$ cat config.mk
export PLATFORM = sky130hd
export DESIGN_NAME = fp_decode_stage
export DESIGN_NICKNAME = d
export VERILOG_FILES = /design/src/rtl/fp_decode_stage.sv
export SDC_FILE = /design/constraint.sdc
export NUM_CORES = 1
export LEC_CHECK = 0
export ABC_AREA = 1
export BUFFER_PORTS_ARGS = -buffer_cell sky130_fd_sc_hd__buf_2
export CORE_ASPECT_RATIO = 0.8
export CORE_MARGIN = 10
export CORE_UTILIZATION = 55
export DETAILED_ROUTE_END_ITERATION = 10
export MAX_ROUTING_LAYER = met4
export PLACE_DENSITY = 0.84
export SLEW_MARGIN = 20
export SYNTH_ARGS = -nofsm -noshare
export SYNTH_HDL_FRONTEND = slang
export SYNTH_SLANG_ARGS = --single-unit
$ cat constraint.sdc
create_clock -name clk_i -period 3.9 [get_ports clk_i]
set_clock_uncertainty 0.2 [all_clocks]
set_input_delay 0.585 -clock clk_i [delete_from_list [all_inputs] [get_ports clk_i]]
set_output_delay 0.585 -clock clk_i [all_outputs]
set_load 0.005 [all_outputs]
$ cat src/rtl/fp_decode_stage.sv
// fp_decode_stage: registered RV32F/RV64D decode stage sitting between
// instruction issue and the FPU.
//
// Each accepted instruction is decoded into an FPU command bundle and stored
// in a 2-entry skid buffer. Entry 0 is always the presented command. An
// illegal encoding is still stored and presented, flagged by illegal_o, with
// every write/move/memory enable cleared.
//
// Ports
//   clk_i, rst_ni          clock, async active-low reset
//   flush_i                drop every buffered entry (synchronous)
//   instr_valid_i/_ready_o instruction handshake (ready from registered state)
//   instr_i, tag_i, frm_i  raw instruction, opaque tag, fcsr.frm
//   dec_valid_o/_ready_i   command handshake towards the FPU
//   rs1_o..rd_o            register specifiers
//   op_o, op_mod_o         FPU operation and modifier
//   src_fmt_o, dst_fmt_o   FP32 (0) / FP64 (1)
//   rnd_mode_o             resolved rounding mode
//   fp_we_o, int_we_o      destination register file enables
//   load_o, store_o        FP loads / stores
//   move_xs_o, move_sx_o   FP->int and int->FP bit moves
//   illegal_o              illegal instruction marker
//   tag_o                  tag of the presented command
module fp_decode_stage #(
  parameter bit RVD   = 1'b1,
  parameter int TAG_W = 4
) (
  input  logic             clk_i,
  input  logic             rst_ni,
  input  logic             flush_i,
  input  logic             instr_valid_i,
  output logic             instr_ready_o,
  input  logic [31:0]      instr_i,
  input  logic [TAG_W-1:0] tag_i,
  input  logic [2:0]       frm_i,
  output logic             dec_valid_o,
  input  logic             dec_ready_i,
  output logic [4:0]       rs1_o,
  output logic [4:0]       rs2_o,
  output logic [4:0]       rs3_o,
  output logic [4:0]       rd_o,
  output logic [3:0]       op_o,
  output logic             op_mod_o,
  output logic [2:0]       src_fmt_o,
  output logic [2:0]       dst_fmt_o,
  output logic [2:0]       rnd_mode_o,
  output logic             fp_we_o,
  output logic             int_we_o,
  output logic             load_o,
  output logic             store_o,
  output logic             move_xs_o,
  output logic             move_sx_o,
  output logic             illegal_o,
  output logic [TAG_W-1:0] tag_o
);

  localparam logic [6:0] OPC_LOAD_FP  = 7'h07;
  localparam logic [6:0] OPC_STORE_FP = 7'h27;
  localparam logic [6:0] OPC_MADD     = 7'h43;
  localparam logic [6:0] OPC_MSUB     = 7'h47;
  localparam logic [6:0] OPC_NMSUB    = 7'h4B;
  localparam logic [6:0] OPC_NMADD    = 7'h4F;
  localparam logic [6:0] OPC_OP_FP    = 7'h53;

  // fpnew operation encodings
  localparam logic [3:0] OP_FMADD = 4'd0,  OP_FNMSUB = 4'd1,  OP_ADD  = 4'd2;
  localparam logic [3:0] OP_MUL   = 4'd3,  OP_DIV    = 4'd4,  OP_SQRT = 4'd5;
  localparam logic [3:0] OP_SGNJ  = 4'd6,  OP_MINMAX = 4'd7,  OP_CMP  = 4'd8;
  localparam logic [3:0] OP_CLASS = 4'd9,  OP_F2F    = 4'd10, OP_F2I  = 4'd11;
  localparam logic [3:0] OP_I2F   = 4'd12;

  typedef struct packed {
    logic [4:0]       rs1;
    logic [4:0]       rs2;
    logic [4:0]       rs3;
    logic [4:0]       rd;
    logic [3:0]       op;
    logic             op_mod;
    logic [2:0]       src_fmt;
    logic [2:0]       dst_fmt;
    logic [2:0]       rnd_mode;
    logic             fp_we;
    logic             int_we;
    logic             load;
    logic             store;
    logic             move_xs;
    logic             move_sx;
    logic             illegal;
    logic [TAG_W-1:0] tag;
  } cmd_t;

  typedef enum logic [1:0] {EMPTY, ONE, TWO} state_e;

  function automatic cmd_t decode(input logic [31:0]      ins,
                                  input logic [2:0]       frm,
                                  input logic [TAG_W-1:0] tag);
    cmd_t       c;
    logic [4:0] rs2;
    logic [2:0] rm;
    logic [2:0] rrm;
    logic       fmt_ok;
    logic       uses_rm;
    logic       ok;
    c       = '0;
    c.rs1   = ins[19:15];
    c.rs2   = ins[24:20];
    c.rs3   = ins[31:27];
    c.rd    = ins[11:7];
    c.tag   = tag;
    rs2     = ins[24:20];
    rm      = ins[14:12];
    rrm     = (rm == 3'b111) ? frm : rm;
    // 111 can only survive resolution on entries that end up illegal
    c.rnd_mode = (rrm == 3'b111) ? 3'b000 : rrm;
    fmt_ok  = (ins[26:25] == 2'b00) || (RVD && (ins[26:25] == 2'b01));
    c.src_fmt = {1'b0, ins[26:25]};
    c.dst_fmt = {1'b0, ins[26:25]};
    uses_rm = 1'b0;
    ok      = 1'b0;
    case (ins[6:0])
      OPC_LOAD_FP, OPC_STORE_FP: begin
        // funct3 is the access width here, not a rounding mode
        ok        = (rm == 3'b010) || (RVD && (rm == 3'b011));
        c.src_fmt = (rm == 3'b011) ? 3'd1 : 3'd0;
        c.dst_fmt = c.src_fmt;
        c.load    = (ins[6:0] == OPC_LOAD_FP);
        c.store   = (ins[6:0] == OPC_STORE_FP);
        c.fp_we   = c.load;
      end
      OPC_MADD, OPC_MSUB, OPC_NMSUB, OPC_NMADD: begin
        // opcode bit 3 picks the negated family, bit 2 the subtracting variant
        c.op     = ins[3] ? OP_FNMSUB : OP_FMADD;
        c.op_mod = ins[2];
        c.fp_we  = 1'b1;
        uses_rm  = 1'b1;
        ok       = fmt_ok;
      end
      OPC_OP_FP: begin
        case (ins[31:27])
          5'b00000, 5'b00001: begin
            c.op = OP_ADD; c.op_mod = ins[27]; c.fp_we = 1'b1; uses_rm = 1'b1; ok = fmt_ok;
          end
          5'b00010: begin c.op = OP_MUL; c.fp_we = 1'b1; uses_rm = 1'b1; ok = fmt_ok; end
          5'b00011: begin c.op = OP_DIV; c.fp_we = 1'b1; uses_rm = 1'b1; ok = fmt_ok; end
          5'b01011: begin
            c.op = OP_SQRT; c.fp_we = 1'b1; uses_rm = 1'b1; ok = fmt_ok && (rs2 == 5'd0);
          end
          5'b00100: begin c.op = OP_SGNJ;   c.fp_we  = 1'b1; ok = fmt_ok && (rm < 3'd3); end
          5'b00101: begin c.op = OP_MINMAX; c.fp_we  = 1'b1; ok = fmt_ok && (rm < 3'd2); end
          5'b10100: begin c.op = OP_CMP;    c.int_we = 1'b1; ok = fmt_ok && (rm < 3'd3); end
          5'b11000: begin
            c.op = OP_F2I; c.op_mod = rs2[0]; c.int_we = 1'b1; uses_rm = 1'b1;
            ok = fmt_ok && (rs2[4:1] == 4'd0);
          end
          5'b11010: begin
            c.op = OP_I2F; c.op_mod = rs2[0]; c.fp_we = 1'b1; uses_rm = 1'b1;
            ok = fmt_ok && (rs2[4:1] == 4'd0);
          end
          5'b01000: begin
            // source format lives in rs2; a same-format conversion is not an instruction
            c.op = OP_F2F; c.fp_we = 1'b1; uses_rm = 1'b1;
            c.src_fmt = {1'b0, rs2[1:0]};
            ok = fmt_ok && (rs2[4:1] == 4'd0) && (!rs2[0] || RVD) && (rs2[1:0] != ins[26:25]);
          end
          5'b11100: begin
            if (rs2 == 5'd0 && rm == 3'b000) begin
              c.op = OP_SGNJ; c.move_xs = 1'b1; c.int_we = 1'b1; ok = fmt_ok;
            end else if (rs2 == 5'd0 && rm == 3'b001) begin
              c.op = OP_CLASS; c.int_we = 1'b1; ok = fmt_ok;
            end
          end
          5'b11110: begin
            if (rs2 == 5'd0 && rm == 3'b000) begin
              c.op = OP_SGNJ; c.move_sx = 1'b1; c.fp_we = 1'b1; ok = fmt_ok;
            end
          end
          default: ok = 1'b0;
        endcase
      end
      default: ok = 1'b0;
    endcase
    if (!(ok && (!uses_rm || (rrm < 3'b101)))) begin
      c.illegal = 1'b1;
      c.fp_we   = 1'b0;
      c.int_we  = 1'b0;
      c.load    = 1'b0;
      c.store   = 1'b0;
      c.move_xs = 1'b0;
      c.move_sx = 1'b0;
    end
    return c;
  endfunction

  state_e state_q, state_d;
  cmd_t   e0_q, e0_d, e1_q, e1_d;
  cmd_t   new_c;
  logic   acc, pop;

  assign new_c         = decode(instr_i, frm_i, tag_i);
  assign instr_ready_o = (state_q != TWO);
  assign dec_valid_o   = (state_q != EMPTY);
  assign acc           = instr_valid_i & instr_ready_o;
  assign pop           = dec_valid_o & dec_ready_i;

  always_comb begin
    state_d = state_q;
    e0_d    = e0_q;
    e1_d    = e1_q;
    if (flush_i) begin
      state_d = EMPTY;
    end else begin
      case (state_q)
        EMPTY: if (acc) begin e0_d = new_c; state_d = ONE; end
        ONE: begin
          if (acc && pop) begin
            e0_d = new_c;
          end else if (acc) begin
            e1_d = new_c; state_d = TWO;
          end else if (pop) begin
            state_d = EMPTY;
          end
        end
        TWO: if (pop) begin e0_d = e1_q; state_d = ONE; end
        default: state_d = EMPTY;
      endcase
    end
  end

  // Stage boundary: skid buffer registers
  always_ff @(posedge clk_i or negedge rst_ni) begin
    if (!rst_ni) begin
      state_q <= EMPTY;
      e0_q    <= '0;
      e1_q    <= '0;
    end else begin
      state_q <= state_d;
      e0_q    <= e0_d;
      e1_q    <= e1_d;
    end
  end

  assign rs1_o      = e0_q.rs1;
  assign rs2_o      = e0_q.rs2;
  assign rs3_o      = e0_q.rs3;
  assign rd_o       = e0_q.rd;
  assign op_o       = e0_q.op;
  assign op_mod_o   = e0_q.op_mod;
  assign src_fmt_o  = e0_q.src_fmt;
  assign dst_fmt_o  = e0_q.dst_fmt;
  assign rnd_mode_o = e0_q.rnd_mode;
  assign fp_we_o    = e0_q.fp_we;
  assign int_we_o   = e0_q.int_we;
  assign load_o     = e0_q.load;
  assign store_o    = e0_q.store;
  assign move_xs_o  = e0_q.move_xs;
  assign move_sx_o  = e0_q.move_sx;
  assign illegal_o  = e0_q.illegal;
  assign tag_o      = e0_q.tag;

endmodule
==> impl_metrics.env, run 1 <==
export IMPL_status="finished clean"
export IMPL_p_leak_nw=2.79
export IMPL_worst_setup_path_type="reg -> out"
export IMPL_tns_ns=0
export IMPL_grt_use_met2=0.294
export IMPL_grt_total_usage=0.198
export IMPL_cts_hold_buffers=0
export IMPL_rsz0062_at_grt="no"
export IMPL_rows=29
export IMPL_cts_root_buf="clkbuf_8"
export IMPL_postSynthAreaPerCell_um2=7.72
export IMPL_design_area_um2=5160
export IMPL_synthArstFlopShare=1.00
export IMPL_syn_inst=578
export IMPL_synth_most_common_cell="nand2_1"
export IMPL_synth_top_cell_area_share=0.494
export IMPL_core_um2=7910
export IMPL_fp_dieW_um=121
export IMPL_irDropWorstVdd_uv=240
export IMPL_worstPathRequired_ns=3.12
export IMPL_clkPwrFrac=0.274
export IMPL_fin_crit_ns=2.72
export IMPL_powerDensity_nw_per_um2=460
export IMPL_synth_area_top_cells="dfrtp_1, nand2_1, o21ai_0"
export IMPL_drtIter0Drc=419
export IMPL_comb_power_share=0.208
export IMPL_die_y_um=101
export IMPL_synth_main_ff_cell="dfrtp_1"
export IMPL_h_tree_depth=3
export IMPL_period_share=0.697
export IMPL_grt_max_degree=89
export IMPL_fin_ws_ns=1.18
export IMPL_antenna_left=0
export IMPL_critPathMaxFanout=62
export IMPL_grt_pass1_vias=3890
export IMPL_viasPerCell=5.34
export IMPL_wl_um=11500
export IMPL_start_util=0.564
export IMPL_fmax_mhz=368
export IMPL_switching_share=0.306
export IMPL_gr_total_overflow=0
export IMPL_finalHoldViolations=0
export IMPL_slew_headroom=0.462
export IMPL_fin_cells=767
export IMPL_start_kind="flip-flop"
export IMPL_cts_buffers=9
export IMPL_vias=4096
export IMPL_drc=0
export IMPL_cts_max_path_buffers=2
export IMPL_cts_tree="yes"
export IMPL_post_place_ws_ns=1.22
export IMPL_diodes=0
export IMPL_dp_cells=751
export IMPL_synth_seq_cells=88
export IMPL_dpl_instance_area_um2=4960
export IMPL_antenna_found_initial=0
export IMPL_synth_edff_count=0
export IMPL_total_power_mw=2.38
export IMPL_internal_power_mw=1.65
export IMPL_layout_drive_gt1_share=0.199
export IMPL_io_buffers=88
export IMPL_met1_usage=0.266
export IMPL_synth_common_cells="nand2_1, o21ai_0, dfrtp_1"
export IMPL_cap_violations=0
export IMPL_p_switching_mw=0.728
export IMPL_syn2layout_area_growth_pct=15.8
export IMPL_yosysUniqueCellTypes=33
export IMPL_clock_latency_ns=0.35
export IMPL_grt_busiest_layer="met2"
export IMPL_clkSinkCount=88
export IMPL_postCtsSetupRepairBufs=0
export IMPL_maxSlewViolCount=0
export IMPL_tightest_slew_ns=0.805
export IMPL_fin_hold_ws_ns=0.0691
export IMPL_final_util=0.653
export IMPL_hpwl_um=8410
export IMPL_first_pass_iters=5
export IMPL_critPathArrivalTime_ns=1.93
export IMPL_use_met3=0.0504
export IMPL_setup_viol=0
export IMPL_syn_area_um2=4460
export IMPL_seq_area_frac_synth=0.494
export IMPL_die_area_um2=12100
export IMPL_nets=698
export IMPL_clk_pin_slew_worst_paths_ns=0.09
export IMPL_wl_per_cell_um=15.0
export IMPL_crit_path_end_kind="primary output"
export IMPL_ys_warn_count=0
export IMPL_gp_congestion=0.931
export IMPL_cts_repair_resized=0
export IMPL_grt_pass1_wl_um=19300
export IMPL_yosysTopAreaCell="dfrtp_1"
export IMPL_io_pins=91
export IMPL_worst_hold_path_type="in -> async"
export IMPL_pwr_share_seq=0.519
==> path summary, 6_finish.rpt <==
path / depth (start not counted) / slack (ns) / startpoint / end
worst min-delay path: 1 / 0.07 / rst_ni / rs1_o[2]$_DFFE_PN0P_
min in group clk_i: 3 / 0.25 / tag_i[3] / e1_q[3]$_DFFE_PN0P_
worst max register to register: 8 / 1.33 / state_q[1]$_DFFE_PN0P_ / rd_o[2]$_DFFE_PN0P_
worst min register to register: 2 / 0.28 / e1_q[22]$_DFFE_PN0P_ / e1_q[22]$_DFFE_PN0P_
worst max-delay path: 5 / 1.18 / state_q[1]$_DFFE_PN0P_ / instr_ready_o
max in group asynchronous: 1 / 2.87 / rst_ni / rs1_o[4]$_DFFE_PN0P_
==> layout make-up <==
type	instances	area, um^2
inverter	55	206
tap	108	135
clock inverter	5	63.8
sequential	88	2200
multi-input combinational	408	1940
timing repair buffer	92	477
fill	725	2750
clock buffer	11	141
==> worst max-delay path: stages (launching register included) <==
cell and delay [ns]:
dfrtp_1 0.40, inv_1 0.10, nor2_4 0.48, inv_2 0.07
buf_4 0.32, buf_2 0.21
==> cells in the final DEF (no fill, tap or decap), drive strengths merged, types with 11 or more instances in the layout <==
cell / netlist / routed
nor2: 43 / 43
dfrtp: 88 / 88
clkbuf: 22 / 11
o21ai: 111 / 111
nand3: 26 / 26
a21oi: 20 / 20
inv: 55 / 57
nand2: 172 / 172
buf: 6 / 92
==> kinds of logic (layout without fill, tap and decap cells) <==
group | after synthesis | count (layout) | share of synthesized area
flip-flops | 88 | 88 | 0.494
buffers and inverters | 83 | 163 | 0.0732
AND/OR/NAND/NOR | 260 | 260 | 0.256
other | 1 | 2 | 0.000840
AO/OA/AOI/OAI | 146 | 146 | 0.176
==> power by group through the flow <==
stage          clock [mW]  sequential (mW)  combinational [mW]
5_1_grt             0.707             1.26               0.577
3_3_place_gp            0             1.24               0.476
4_1_cts             0.663             1.23               0.503
6_report            0.651             1.23               0.493
2_1_floorplan           0             1.24               0.267
3_5_place_dp            0             1.25               0.499
==> flip-flops by register name, summed over array words and instances, names as in the netlist, 2 cells and up <==
signal,count
dst_fmt_o,2
e1_q,43
op_o,4
rd_o,5
rnd_mode_o,3
rs1_o,5
rs2_o,5
rs3_o,5
src_fmt_o,2
state_q,2
tag_o,4
==> per-layer routing <==
| layer | routed length (um) | vias to the layer above |
|---|---|---|
| met3 | 782 | 12 |
| met1 | 5440 | 1908 |
| met4 | 119 | 0 |
| met2 | 5180 | 141 |
| li1 | - | 2035 |
| met5 | 0 | - |
(Power assumes the default switching activity.)
==> run 2, diff against run 1 <==
Settings changed: CORE_UTILIZATION 55 to 50, PLACE_DENSITY 0.84 to 0.81.
Clock period 3.9 ns to 2.19 ns, I/O delays scaled along.
==> run 2 against run 1 <==
Against the previous run: count of clock-buffer cells in the layout shrank 1; utilization shrank 4.1 points; setup slack lost 0.94 ns.
==> impl_metrics.env, run 2 (same netlist as run 1, synthesis figures left out) <==
export IMPL_cts_buffers=9
export IMPL_tns_ns=0
export IMPL_finalHoldViolations=0
export IMPL_vias=4120
export IMPL_slew_headroom=0.632
export IMPL_fp_dieW_um=126
export IMPL_status="finished clean"
export IMPL_grt_max_degree=63
export IMPL_p_switching_mw=1.34
export IMPL_gp_congestion=0.983
export IMPL_core_um2=8600
export IMPL_total_power_mw=4.15
export IMPL_critPathArrivalTime_ns=1.42
export IMPL_layout_commonest_cell="nand2_1"
export IMPL_worst_setup_path_type="reg -> out"
export IMPL_clkPwrFrac=0.254
export IMPL_irDropWorstVdd_uv=325
export IMPL_cts_max_path_buffers=2
export IMPL_worst_hold_path_type="in -> reg"
export IMPL_rsz0062_at_grt="no"
export IMPL_grt_pass1_wl_um=20100
export IMPL_clk_pin_slew_worst_paths_ns=0.10
export IMPL_drc=0
export IMPL_die_area_um2=13100
export IMPL_fillers=777
export IMPL_h_tree_depth=3
export IMPL_p_leak_nw=2.83
export IMPL_maxSlewViolCount=0
export IMPL_start_util=0.519
export IMPL_cap_violations=0
export IMPL_grt_pass1_vias=4033
export IMPL_start_kind="flip-flop"
export IMPL_post_place_ws_ns=0.00823
export IMPL_largest_reg_flops=43
export IMPL_top_register="e1_q"
export IMPL_die_y_um=104
export IMPL_wl_um=12000
export IMPL_io_buffers=88
export IMPL_fmax_mhz=513
export IMPL_antenna_found_initial=0
export IMPL_dr_wl_met2_um=5410
export IMPL_io_pins=91
export IMPL_viasPerCell=5.27
export IMPL_cts_root_buf="clkbuf_8"
export IMPL_m1WireLength_um=5620
export IMPL_wl_per_cell_um=15.3
export IMPL_rows=30
export IMPL_slowest_delay_ns=0.42
export IMPL_final_util=0.611
export IMPL_cts_tree="yes"
export IMPL_fin_ws_ns=0.242
export IMPL_crit_path_end_kind="primary output"
export IMPL_cts_repair_resized=0
export IMPL_diodes=0
export IMPL_layout_common_cells="nand2_1, o21ai_0, dfrtp_1, buf_2, inv_1"
export IMPL_grt_total_usage=0.186
export IMPL_path_cells="inv_1 > nor2_4 > inv_2 > buf_12 > buf_2"
export IMPL_setup_viol=0
export IMPL_internal_power_mw=2.81
export IMPL_comb_power_share=0.216
export IMPL_hpwl_um=8970
export IMPL_nets=709
export IMPL_worstPathRequired_ns=1.66
export IMPL_powerDensity_nw_per_um2=790
export IMPL_layout_drive_gt1_share=0.207
export IMPL_period_share=0.889
export IMPL_critPathMaxFanout=62
export IMPL_multi_input_area_um2=1940
export IMPL_gr_total_overflow=0
export IMPL_syn2layout_area_growth_pct=17.8
export IMPL_pwr_share_seq=0.530
export IMPL_drtIter0Drc=359
export IMPL_highest_layer="met4"
export IMPL_fin_hold_ws_ns=0.0330
export IMPL_antenna_left=0
export IMPL_first_pass_iters=5
export IMPL_slowest_stage="dfrtp_1"
export IMPL_wl_met3_um=836
export IMPL_switching_share=0.323
export IMPL_tightest_slew_ns=0.552
export IMPL_fin_crit_ns=1.95
export IMPL_cts_hold_buffers=3
export IMPL_final_seq_area_um2=2200
export IMPL_clkSinkCount=88
export IMPL_clock_latency_ns=0.36
export IMPL_postCtsSetupRepairBufs=0
[run 2: cell types whose count changed in the layout (fill, tap and decap cells not counted), moves of 2 or more]
cell	previous run	this run
dlygate4sd3_1	0	3
buf_12	0	2
clkinvlp_4	0	2
buf_4	4	11
[run 2: final cells by class]
cell class,instances,area share
clock buffers,10,0.0243
clock inverters,6,0.0100
inverters,55,0.0393
flip-flops and latches,88,0.419
well taps,112,0.0267
repair buffers,103,0.112
multi-input cells,408,0.369
[run 2: routing by layer]
layer	up-vias	track usage
met4	0	0.0394
met2	149	0.273
met3	11	0.0499
met5	-	-
met1	1902	0.251
li1	2058	-
[run 2: power by group through the flow]
stage | clock network (mW) | registers [mW] | logic [mW]
after global placement | 0 | 2.21 | 0.872
after CTS | 1.08 | 2.20 | 0.914
after detailed placement | 0 | 2.23 | 0.909
after floorplan | 0 | 2.21 | 0.476
final | 1.06 | 2.20 | 0.896
after global routing | 1.15 | 2.25 | 1.03
[run 2: path summary, 6_finish.rpt]
kind	start	to	slack, ns	depth (start not counted)
min reg2reg	load_o$_DFFE_PN0P_	load_o$_DFFE_PN0P_	0.28	2
min	instr_i[15]	e1_q[40]$_DFFE_PN0P_	0.03	3
min in group asynchronous	rst_ni	rs1_o[0]$_DFFE_PN0P_	0.29	2
max reg2reg	state_q[0]$_DFFE_PN0P_	dst_fmt_o[0]$_DFFE_PN0P_	0.40	8
max in group asynchronous	rst_ni	e1_q[13]$_DFFE_PN0P_	0.84	3
max	state_q[1]$_DFFE_PN0P_	instr_ready_o	0.24	5
[run 2: stage by stage]
step / instances / area, um^2
after floorplan: 579 / 4470
after global placement: 763 / 5050
after detailed placement: 763 / 5050
after CTS: 782 / 5260
after global routing: 782 / 5260
final: 782 / 5260
[run 2: worst max-delay path, delay by kind of cell, from the launching register on]
kind | cells | cell delay (ns)
buffers and inverters | 4 | 0.59
DFF | 1 | 0.42
and+or+nand+nor | 1 | 0.05
==> run 3, diff against run 2 <==
Settings changed: RECOVER_POWER set to 25.
==> run 3 against run 2 <==
Against the previous run: final area shrank 0.40%; non-clock buffer count is the same; largest power group unchanged; via count up 0.58%; largest cell class unchanged; final cell count did not move; clock power hardly changed.
==> impl_metrics.env, run 3 (same netlist as run 1, synthesis figures left out) <==
export IMPL_status="finished clean"
export IMPL_drc=0
export IMPL_grt_total_usage=0.186
export IMPL_start_kind="flip-flop"
export IMPL_core_um2=8600
export IMPL_largest_reg_flops=43
export IMPL_die_y_um=104
export IMPL_wl_um=12000
export IMPL_cap_violations=0
export IMPL_critPathArrivalTime_ns=1.42
export IMPL_fp_dieW_um=126
export IMPL_clkSinkCount=88
export IMPL_critPathMaxFanout=62
export IMPL_worstPathRequired_ns=1.66
export IMPL_rrSetupSlack_ns=0.40
export IMPL_cts_buffers=9
export IMPL_gp_congestion=0.983
export IMPL_dp_cells=763
export IMPL_worst_hold_path_type="in -> reg"
export IMPL_post_place_ws_ns=0.00823
export IMPL_rows=30
export IMPL_grt_pass1_vias=4033
export IMPL_slew_headroom=0.328
export IMPL_io_pins=91
export IMPL_fin_cells=782
export IMPL_wl_per_cell_um=15.3
export IMPL_layout_drive_gt1_share=0.196
export IMPL_fin_ws_ns=0.240
export IMPL_die_area_um2=13100
export IMPL_layout_commonest_cell="nand2_1"
export IMPL_period_share=0.891
export IMPL_nets=709
export IMPL_top_register="e1_q"
export IMPL_fin_crit_ns=1.95
export IMPL_vias=4144
export IMPL_antenna_left=0
export IMPL_crit_path_end_kind="primary output"
export IMPL_cts_root_buf="clkbuf_8"
export IMPL_io_buffers=88
export IMPL_powerDensity_nw_per_um2=792
export IMPL_h_tree_depth=3
export IMPL_irDropWorstVdd_uv=327
export IMPL_first_pass_iters=4
export IMPL_maxSlewViolCount=0
export IMPL_tns_ns=0
export IMPL_antenna_found_initial=0
export IMPL_path_cells="inv_1 > nor2_4 > inv_2 > buf_12 > buf_2"
export IMPL_cts_max_path_buffers=2
export IMPL_grt_pass1_wl_um=20100
export IMPL_drtIter0Drc=349
export IMPL_worst_setup_path_type="reg -> out"
export IMPL_diodes=0
export IMPL_clk_pin_slew_worst_paths_ns=0.10
export IMPL_finalHoldViolations=0
export IMPL_tightest_slew_ns=1.01
export IMPL_postCtsSetupRepairBufs=0
export IMPL_slowest_stage="dfrtp_1"
export IMPL_setup_viol=0
export IMPL_viasPerCell=5.30
export IMPL_layout_common_cells="nand2_1, o21ai_0, dfrtp_1, buf_2, inv_1"
export IMPL_rsz0062_at_grt="no"
export IMPL_grt_max_degree=63
export IMPL_cts_tree="yes"
export IMPL_hpwl_um=8970
export IMPL_fmax_mhz=513
export IMPL_p_leak_nw=2.80
export IMPL_slowest_delay_ns=0.42
export IMPL_gr_total_overflow=0
export IMPL_start_util=0.519
export IMPL_clock_latency_ns=0.36
export IMPL_syn2layout_area_growth_pct=17.3
-- run 3: timing repair --
action,CTS,global route
hold endpoints to repair,41,0
resized for setup,0,0
endpoints found under the setup margin,0,0
hold buffers,3,0
-- run 3: final timing paths --
| kind | startpoint | endpoint | depth (start not counted) |
|---|---|---|---|
| min in group asynchronous | rst_ni | rs1_o[0]$_DFFE_PN0P_ | 2 |
| setup / recovery | state_q[1]$_DFFE_PN0P_ | instr_ready_o | 5 |
| setup reg to reg | state_q[0]$_DFFE_PN0P_ | dst_fmt_o[0]$_DFFE_PN0P_ | 8 |
| hold reg to reg | illegal_o$_DFFE_PN0P_ | illegal_o$_DFFE_PN0P_ | 2 |
| hold / removal | instr_i[15] | e1_q[40]$_DFFE_PN0P_ | 3 |
| max in group asynchronous | rst_ni | op_o[1]$_DFFE_PN0P_ | 3 |
-- run 3: metrics by stage --
stage / hold slack (ns) / util / cell area (um^2) / total power, mW
after floorplan: -0.167 / - / 4470 / 2.69
after global placement: 0.129 / 0.587 / 5050 / 3.08
final: 0.0269 / 0.609 / 5240 / 4.15
after CTS: 0.0153 / 0.611 / 5260 / 4.20
after detailed placement: 0.140 / 0.587 / 5050 / 3.14
after global routing: 0.0255 / 0.609 / 5240 / 4.43
-- run 3: critical path: cells and delay by family (launching register included) --
kind | cells | cell delay [ns]
buffers and inverters | 4 | 0.59
flip-flops | 1 | 0.42
AND/OR/NAND/NOR | 1 | 0.05
-- run 3: layout make-up --
class	instances	area [um^2]
fillers	784	3360
flip-flops and latches	88	2200
multi-input cells	408	1940
repair buffers	103	567
inverters	55	206
well taps	112	140
clock buffers	10	128
clock inverters	6	52.6
-- run 3: routing by layer --
layer	part of all wire	vias up	GRT usage
met5	0	-	-
met4	0.0050	0	0.0394
met3	0.069	6	0.0499
met2	0.45	144	0.273
met1	0.47	1938	0.251
li1	-	2056	-
-- run 3: power breakdown --
part,internal [mW],leakage [nW],switching [mW],total [mW]
sequential,2.01,1.13,0.194,2.20
clock,0.431,0.0854,0.629,1.06
combinational,0.365,1.59,0.522,0.887
